File: src/rtl/accel_job_sched_if.sv
// Requester/accelerator bundle for accel_job_sched.
// Signal suffixes give the direction as seen by the scheduler.
interface accel_job_sched_if #(
    parameter int NumReq  = 2,
    parameter int OpWidth = 8
);
    localparam int OwW = $clog2(NumReq);

    logic [NumReq-1:0]              req_valid_i;
    logic [NumReq-1:0][OpWidth-1:0] req_op_i;
    logic [NumReq-1:0]              req_ready_o;
    logic                           accel_start_o;
    logic [OpWidth-1:0]             accel_op_o;
    logic                           accel_abort_o;
    logic                           accel_done_i;
    logic [NumReq-1:0]              rsp_valid_o;
    logic                           rsp_err_o;
    logic [NumReq-1:0]              rsp_ready_i;
    logic                           busy_o;
    logic [OwW-1:0]                 owner_o;

    modport master (
        output req_valid_i, req_op_i, accel_done_i, rsp_ready_i,
        input  req_ready_o, accel_start_o, accel_op_o, accel_abort_o,
        input  rsp_valid_o, rsp_err_o, busy_o, owner_o
    );

    modport slave (
        input  req_valid_i, req_op_i, accel_done_i, rsp_ready_i,
        output req_ready_o, accel_start_o, accel_op_o, accel_abort_o,
        output rsp_valid_o, rsp_err_o, busy_o, owner_o
    );
endinterface

File: src/rtl/accel_job_sched.sv
// Round-robin job scheduler sharing one accelerator among NumReq requesters.
// Timeout/abort path is built only when ACCEL_JOB_SCHED_TIMEOUT_EN is defined.
module accel_job_sched #(
    parameter int NumReq        = 2,
    parameter int OpWidth       = 8,
    parameter int TimeoutCycles = 1024
) (
    input logic              clk_i,
    input logic              rst_i,
    accel_job_sched_if.slave bus
);
    localparam int OwW = $clog2(NumReq);
    localparam logic [NumReq-1:0] One = NumReq'(1);

    if (NumReq < 2) begin : g_chk_req
        $error("NumReq must be at least 2");
    end
    if (TimeoutCycles < 2) begin : g_chk_tmo
        $error("TimeoutCycles must be at least 2");
    end

    typedef enum logic [1:0] {IDLE, START, WAIT, RESP} state_e;

    state_e             state;
    logic [OwW-1:0]     last_grant;
    logic [OwW-1:0]     owner;
    logic [OwW-1:0]     win;
    logic               any;
    logic [OpWidth-1:0] op_q;
    logic               start_q;
    logic               busy_q;
    logic [NumReq-1:0]  rsp_q;
    logic               tmo;

    // Search starts just past the last completed owner and wraps.
    always_comb begin
        int idx;
        idx = 0;
        any = 1'b0;
        win = '0;
        for (int k = 1; k <= NumReq; k++) begin
            idx = int'(last_grant) + k;
            if (idx >= NumReq) idx = idx - NumReq;
            if (!any && bus.req_valid_i[OwW'(idx)]) begin
                any = 1'b1;
                win = OwW'(idx);
            end
        end
    end

    always_comb begin
        bus.req_ready_o = '0;
        if (state == IDLE && any && !rst_i) bus.req_ready_o[win] = 1'b1;
    end

`ifdef ACCEL_JOB_SCHED_TIMEOUT_EN
    localparam int TW = $clog2(TimeoutCycles + 1);
    localparam logic [TW-1:0] TLast = TW'(TimeoutCycles - 1);
    localparam logic [TW-1:0] TMax  = TW'(TimeoutCycles);

    logic [TW-1:0] timer;
    logic          err_q;

    // A done arriving on the last cycle still wins over the abort.
    assign tmo = state == WAIT && timer == TLast && !bus.accel_done_i;
    assign bus.accel_abort_o = tmo && !rst_i;
    assign bus.rsp_err_o = err_q;

    always_ff @(posedge clk_i) begin
        if (rst_i) begin
            timer <= '0;
        end else if (state == START) begin
            timer <= '0;
        end else if (state == WAIT && timer != TMax) begin
            timer <= timer + 1'b1;
        end
    end

    always_ff @(posedge clk_i) begin
        if (rst_i) begin
            err_q <= 1'b0;
        end else if (state == WAIT) begin
            err_q <= tmo;
        end else if (state == RESP && bus.rsp_ready_i[owner]) begin
            err_q <= 1'b0;
        end
    end
`else
    assign tmo = 1'b0;
    assign bus.accel_abort_o = 1'b0;
    assign bus.rsp_err_o = 1'b0;
`endif

    always_ff @(posedge clk_i) begin
        if (rst_i) begin
            state      <= IDLE;
            last_grant <= OwW'(NumReq - 1);
            owner      <= '0;
            op_q       <= '0;
            start_q    <= 1'b0;
            busy_q     <= 1'b0;
            rsp_q      <= '0;
        end else begin
            start_q <= 1'b0;
            unique case (state)
                IDLE: begin
                    if (any) begin
                        owner   <= win;
                        op_q    <= bus.req_op_i[win];
                        start_q <= 1'b1;
                        busy_q  <= 1'b1;
                        state   <= START;
                    end
                end
                START: begin
                    state <= WAIT;
                end
                WAIT: begin
                    if (bus.accel_done_i || tmo) begin
                        rsp_q <= One << owner;
                        state <= RESP;
                    end
                end
                RESP: begin
                    if (bus.rsp_ready_i[owner]) begin
                        rsp_q      <= '0;
                        last_grant <= owner;
                        busy_q     <= 1'b0;
                        state      <= IDLE;
                    end
                end
                default: state <= IDLE;
            endcase
        end
    end

    assign bus.accel_start_o = start_q;
    assign bus.accel_op_o    = op_q;
    assign bus.rsp_valid_o   = rsp_q;
    assign bus.busy_o        = busy_q;
    assign bus.owner_o       = owner;
endmodule

File: src/flat_wrapper.sv
// flat-port wrapper written by rule: the top's interface ports become plain ports
module accel_job_sched_flat 
#(
    parameter int NumReq        = 2,
    parameter int OpWidth       = 8,
    parameter int TimeoutCycles = 1024
)
  (clk_i, rst_i, bus_req_valid_i, bus_req_op_i, bus_accel_done_i, bus_rsp_ready_i, bus_req_ready_o, bus_accel_start_o, bus_accel_op_o, bus_accel_abort_o, bus_rsp_valid_o, bus_rsp_err_o, bus_busy_o, bus_owner_o);
  accel_job_sched_if #(.NumReq(NumReq), .OpWidth(OpWidth)) bus_i ();
  input logic clk_i;
  input logic rst_i;
  input wire logic [$bits(bus_i.req_valid_i)-1:0] bus_req_valid_i;
  input wire logic [$bits(bus_i.req_op_i)-1:0] bus_req_op_i;
  input wire logic [$bits(bus_i.accel_done_i)-1:0] bus_accel_done_i;
  input wire logic [$bits(bus_i.rsp_ready_i)-1:0] bus_rsp_ready_i;
  output wire logic [$bits(bus_i.req_ready_o)-1:0] bus_req_ready_o;
  output wire logic [$bits(bus_i.accel_start_o)-1:0] bus_accel_start_o;
  output wire logic [$bits(bus_i.accel_op_o)-1:0] bus_accel_op_o;
  output wire logic [$bits(bus_i.accel_abort_o)-1:0] bus_accel_abort_o;
  output wire logic [$bits(bus_i.rsp_valid_o)-1:0] bus_rsp_valid_o;
  output wire logic [$bits(bus_i.rsp_err_o)-1:0] bus_rsp_err_o;
  output wire logic [$bits(bus_i.busy_o)-1:0] bus_busy_o;
  output wire logic [$bits(bus_i.owner_o)-1:0] bus_owner_o;
  assign bus_i.req_valid_i = bus_req_valid_i;
  assign bus_i.req_op_i = bus_req_op_i;
  assign bus_i.accel_done_i = bus_accel_done_i;
  assign bus_i.rsp_ready_i = bus_rsp_ready_i;
  assign bus_req_ready_o = bus_i.req_ready_o;
  assign bus_accel_start_o = bus_i.accel_start_o;
  assign bus_accel_op_o = bus_i.accel_op_o;
  assign bus_accel_abort_o = bus_i.accel_abort_o;
  assign bus_rsp_valid_o = bus_i.rsp_valid_o;
  assign bus_rsp_err_o = bus_i.rsp_err_o;
  assign bus_busy_o = bus_i.busy_o;
  assign bus_owner_o = bus_i.owner_o;
  accel_job_sched #(.NumReq(NumReq), .OpWidth(OpWidth), .TimeoutCycles(TimeoutCycles)) u_core (.clk_i(clk_i), .rst_i(rst_i), .bus(bus_i));
endmodule
File: config.mk
export PLATFORM = sky130hd
export DESIGN_NAME = accel_job_sched_flat
export DESIGN_NICKNAME = d
export VERILOG_FILES = /design/src/rtl/accel_job_sched_if.sv /design/src/rtl/accel_job_sched.sv /design/src/flat_wrapper.sv
export SDC_FILE = /design/constraint.sdc
export NUM_CORES = 1
export LEC_CHECK = 0
export ABC_AREA = 1
export ABC_CLOCK_PERIOD_IN_PS = 1450
export BUFFER_PORTS_ARGS = -buffer_cell sky130_fd_sc_hd__buf_2
export CORE_UTILIZATION = 44
export DETAILED_ROUTE_END_ITERATION = 10
export MAX_ROUTING_LAYER = met4
export PLACE_DENSITY = 0.77
export SLEW_MARGIN = 30
export SYNTH_ARGS = -nofsm -noshare
export SYNTH_HDL_FRONTEND = slang
export SYNTH_SLANG_ARGS = --single-unit
export TNS_END_PERCENT = 30
File: constraint.sdc
create_clock -name clk_i -period 1.45 [get_ports clk_i]
set_input_delay 0.29 -clock clk_i [delete_from_list [all_inputs] [get_ports clk_i]]
set_output_delay 0.29 -clock clk_i [all_outputs]
set_load 0.02 [all_outputs]
==> metrics.md <==
| Metric | Value |
|---|---|
| Die Area | `0.00199 mm2` |
| Vias per cell | `4.94` |
| Cell variety after synth | `19` |
| Cell Count, Final, Fillers Out | `180` |
| Num CTS Buffers | `3` |
| Hold/Removal Path Class | `in2reg` |
| Largest net degree at the start of global routing | `18` |
| Cell taking the most area after synthesis | `dfxtp_1` |
| Power Total | `1.96 mW` |
| Yosys warnings | `0` |
| CP Data Arrival Time | `1780 ps` |
| Max Fanout on Critical Path | `3` |
| Post-route setup slack | `-103 ps` |
| Multi-input gate area | `445 um2` |
| Final period utilization | `1.07` |
| PwrDens | `1660 mW/mm2` |
| Chip Width | `44.6 um` |
| Layout area overhead | `47.7%` |
| Initial antenna violation count | `0` |
| Nets | `183` |
| Starting Density | `0.468` |
| Pins Over Slew Limit | `0` |
| Crit path launch type | `register` |
| Via count | `889` |
| Synthesized area | `800 um2` |
| WL/cell | `11.4 um` |
| Placed Cells | `166` |
| Synth top area cells | `dfxtp_1 (40%), a21oi_1 (8.1%), nand2_1 (7.5%)` |
| Overall die height | `44.6 um` |
| 1st-iter DRT viols | `12` |
| Vias in the first global route | `733` |
| Pre-antenna DRT Iters | `4` |
| Seq/Total Area, Yosys | `0.401` |
| RSZ-0062 raised after global routing | `yes` |
| Final setup viols | `4` |
| Synthesized instance count | `105` |
| Max Cap Viol | `0` |
| Maximum root-to-sink buffer count | `2` |
| Cell leakage power | `0.607 nW` |
| Commonest non-fill, non-tap cell in the layout | `buf_2` |
| CP Class | `reg2reg` |
| CTS root buf | `clkbuf_4` |
| Worst Clk Skew | `3.63 ps` |
| Final Hold Viols | `0` |
| Outcome | `complete, but fails checks` |
| Sum Neg Setup Slack | `-335 ps` |
| Worst skew pair latency | `280 ps` |
| Placement Setup Slack | `69.6 ps` |
| CP endpoint kind | `register` |
| Routed Antenna Nets | `0` |
| Failing checks | `setup timing` |
| Remaining DRCs | `0` |
| Seq cells post-synth | `16` |
| Rows | `15` |
| TritonCTS clock tree | `built` |
| Gp weighted congestion | `0.747` |
| Post-Syn Area per Cell | `7.61 um2` |
| Tmin final | `1550 ps` |
| Share of the synthesized area in the top cell type | `0.401` |
| WL final | `2050 um` |
| # clock sinks | `16` |
| Register area | `323 um2` |
| Layout cells sized above 1 | `0.452` |
| First-pass GRT wire length | `3080 um` |
| CTS clk-pin slew, worst paths | `100 ps` |
| Top-level port count | `40` |
| Detail Placement HPWL | `1280 um` |
| Core area | `0.00171 mm2` |
| Fmax | `644 MHz` |
| I/O Buffers | `36` |
| H-tree depth | `1` |
| Antenna diode count | `0` |
| Critical Path RT | `1670 ps` |
| Peak VDD IR | `1010 uV` |
| Filler Cells Inserted | `136` |
| Most frequent cells in the layout | `buf_2 (34), nand2_1 (14), buf_4 (14), dfxtp_1 (14), a21oi_1 (13)` |
| Hold-fix buffers at CTS | `0` |
| Total gr overflow | `0` |
| Global-route usage over all layers | `0.216` |
==> final timing paths <==
| path | endpoint | slack, ps | from | cells past startpoint |
|---|---|---|---|---|
| worst min register to register | u_core.bus.rsp_valid_o[0] | 490 | u_core.bus.rsp_valid_o[0] | 2 |
| worst max register to register | u_core.bus.owner_o | -100 | u_core.state[0] | 11 |
| worst min-delay path | u_core.bus.accel_op_o[5] | 280 | bus_req_op_i[5] | 3 |
| worst max-delay path | u_core.bus.owner_o | -100 | u_core.state[0] | 11 |
==> Yosys cell counts <==
cell type	number
o211ai_1	1
buf_2	1
inv_2	2
nand3_4	1
o21ai_0	8
dfxtp_1	16
nand2_2	1
ha_1	4
buf_6	1
conb_1	1
nand2_1	16
nand3_1	6
a21oi_1	13
nor2_4	2
inv_1	10
buf_4	3
o21ai_1	1
o22ai_1	8
nor2_1	10
==> sequential cells by signal (all words and copies together), names as in the netlist <==
register                  cells
u_core.bus.accel_op_o         8
u_core.bus.rsp_valid_o        2
u_core.state                  2
u_core.bus.accel_start_o      1
u_core.bus.busy_o             1
u_core.bus.owner_o            1
u_core.last_grant             1
==> area by class of cell <==
class | count | share of cell area
multi-input combinational | 73 | 0.377
sequential | 16 | 0.273
timing repair buffer | 50 | 0.252
inverter | 12 | 0.0403
clock buffer | 4 | 0.0307
tap | 25 | 0.0265
==> layer usage <==
layer  wire length, um  global-route usage
met1               849               0.274
met2              1070               0.356
met3               123              0.0367
met4                 0              0.0545
met5                 0                   -
==> per-stage QoR <==
| stage | util | cell area [um2] | hold WS [ps] |
|---|---|---|---|
| after detailed placement | 0.589 | 1010 | 477 |
| after CTS | 0.671 | 1150 | 280 |
| after global routing | 0.692 | 1180 | 273 |
| after global placement | 0.589 | 1010 | 451 |
| after floorplan | - | 803 | 479 |
| final | 0.692 | 1180 | 281 |
==> power breakdown <==
| group | switching [mW] | total (mW) | internal [mW] |
|---|---|---|---|
| clock | 0.145 | 0.298 | 0.153 |
| combinational | 0.575 | 1.01 | 0.433 |
| sequential | 0.0728 | 0.652 | 0.579 |
==> worst max-delay path, stage by stage, from the launching register on <==
cell     delay, ps
dfxtp_2        340
inv_2           80
ha_4           160
nand2_4         60
inv_4           60
nand2_4         70
buf_4          140
buf_4          120
buf_4          120
buf_4          120
buf_4          130
o21ai_2        100
==> timing repair <==
item	4_1_cts	5_1_grt
pin swaps	3	2
setup endpoints to repair	2	4
setup buffers	10	0
gates resized for setup	12	9
cloned	0	0
==> cells by family (layout without fill, tap and decap cells) <==
logic type / count (synthesis) / after routing / share of synthesized area
AO/OA/AOI/OAI: 31 / 31 / 0.210
adder cells (fa/ha/maj): 4 / 4 / 0.0626
buffers and inverters: 17 / 66 / 0.105
flip-flops: 16 / 16 / 0.401
other: 1 / 2 / 0.00469
AND/OR/NAND/NOR: 36 / 36 / 0.218
(Power assumes the default switching activity.)
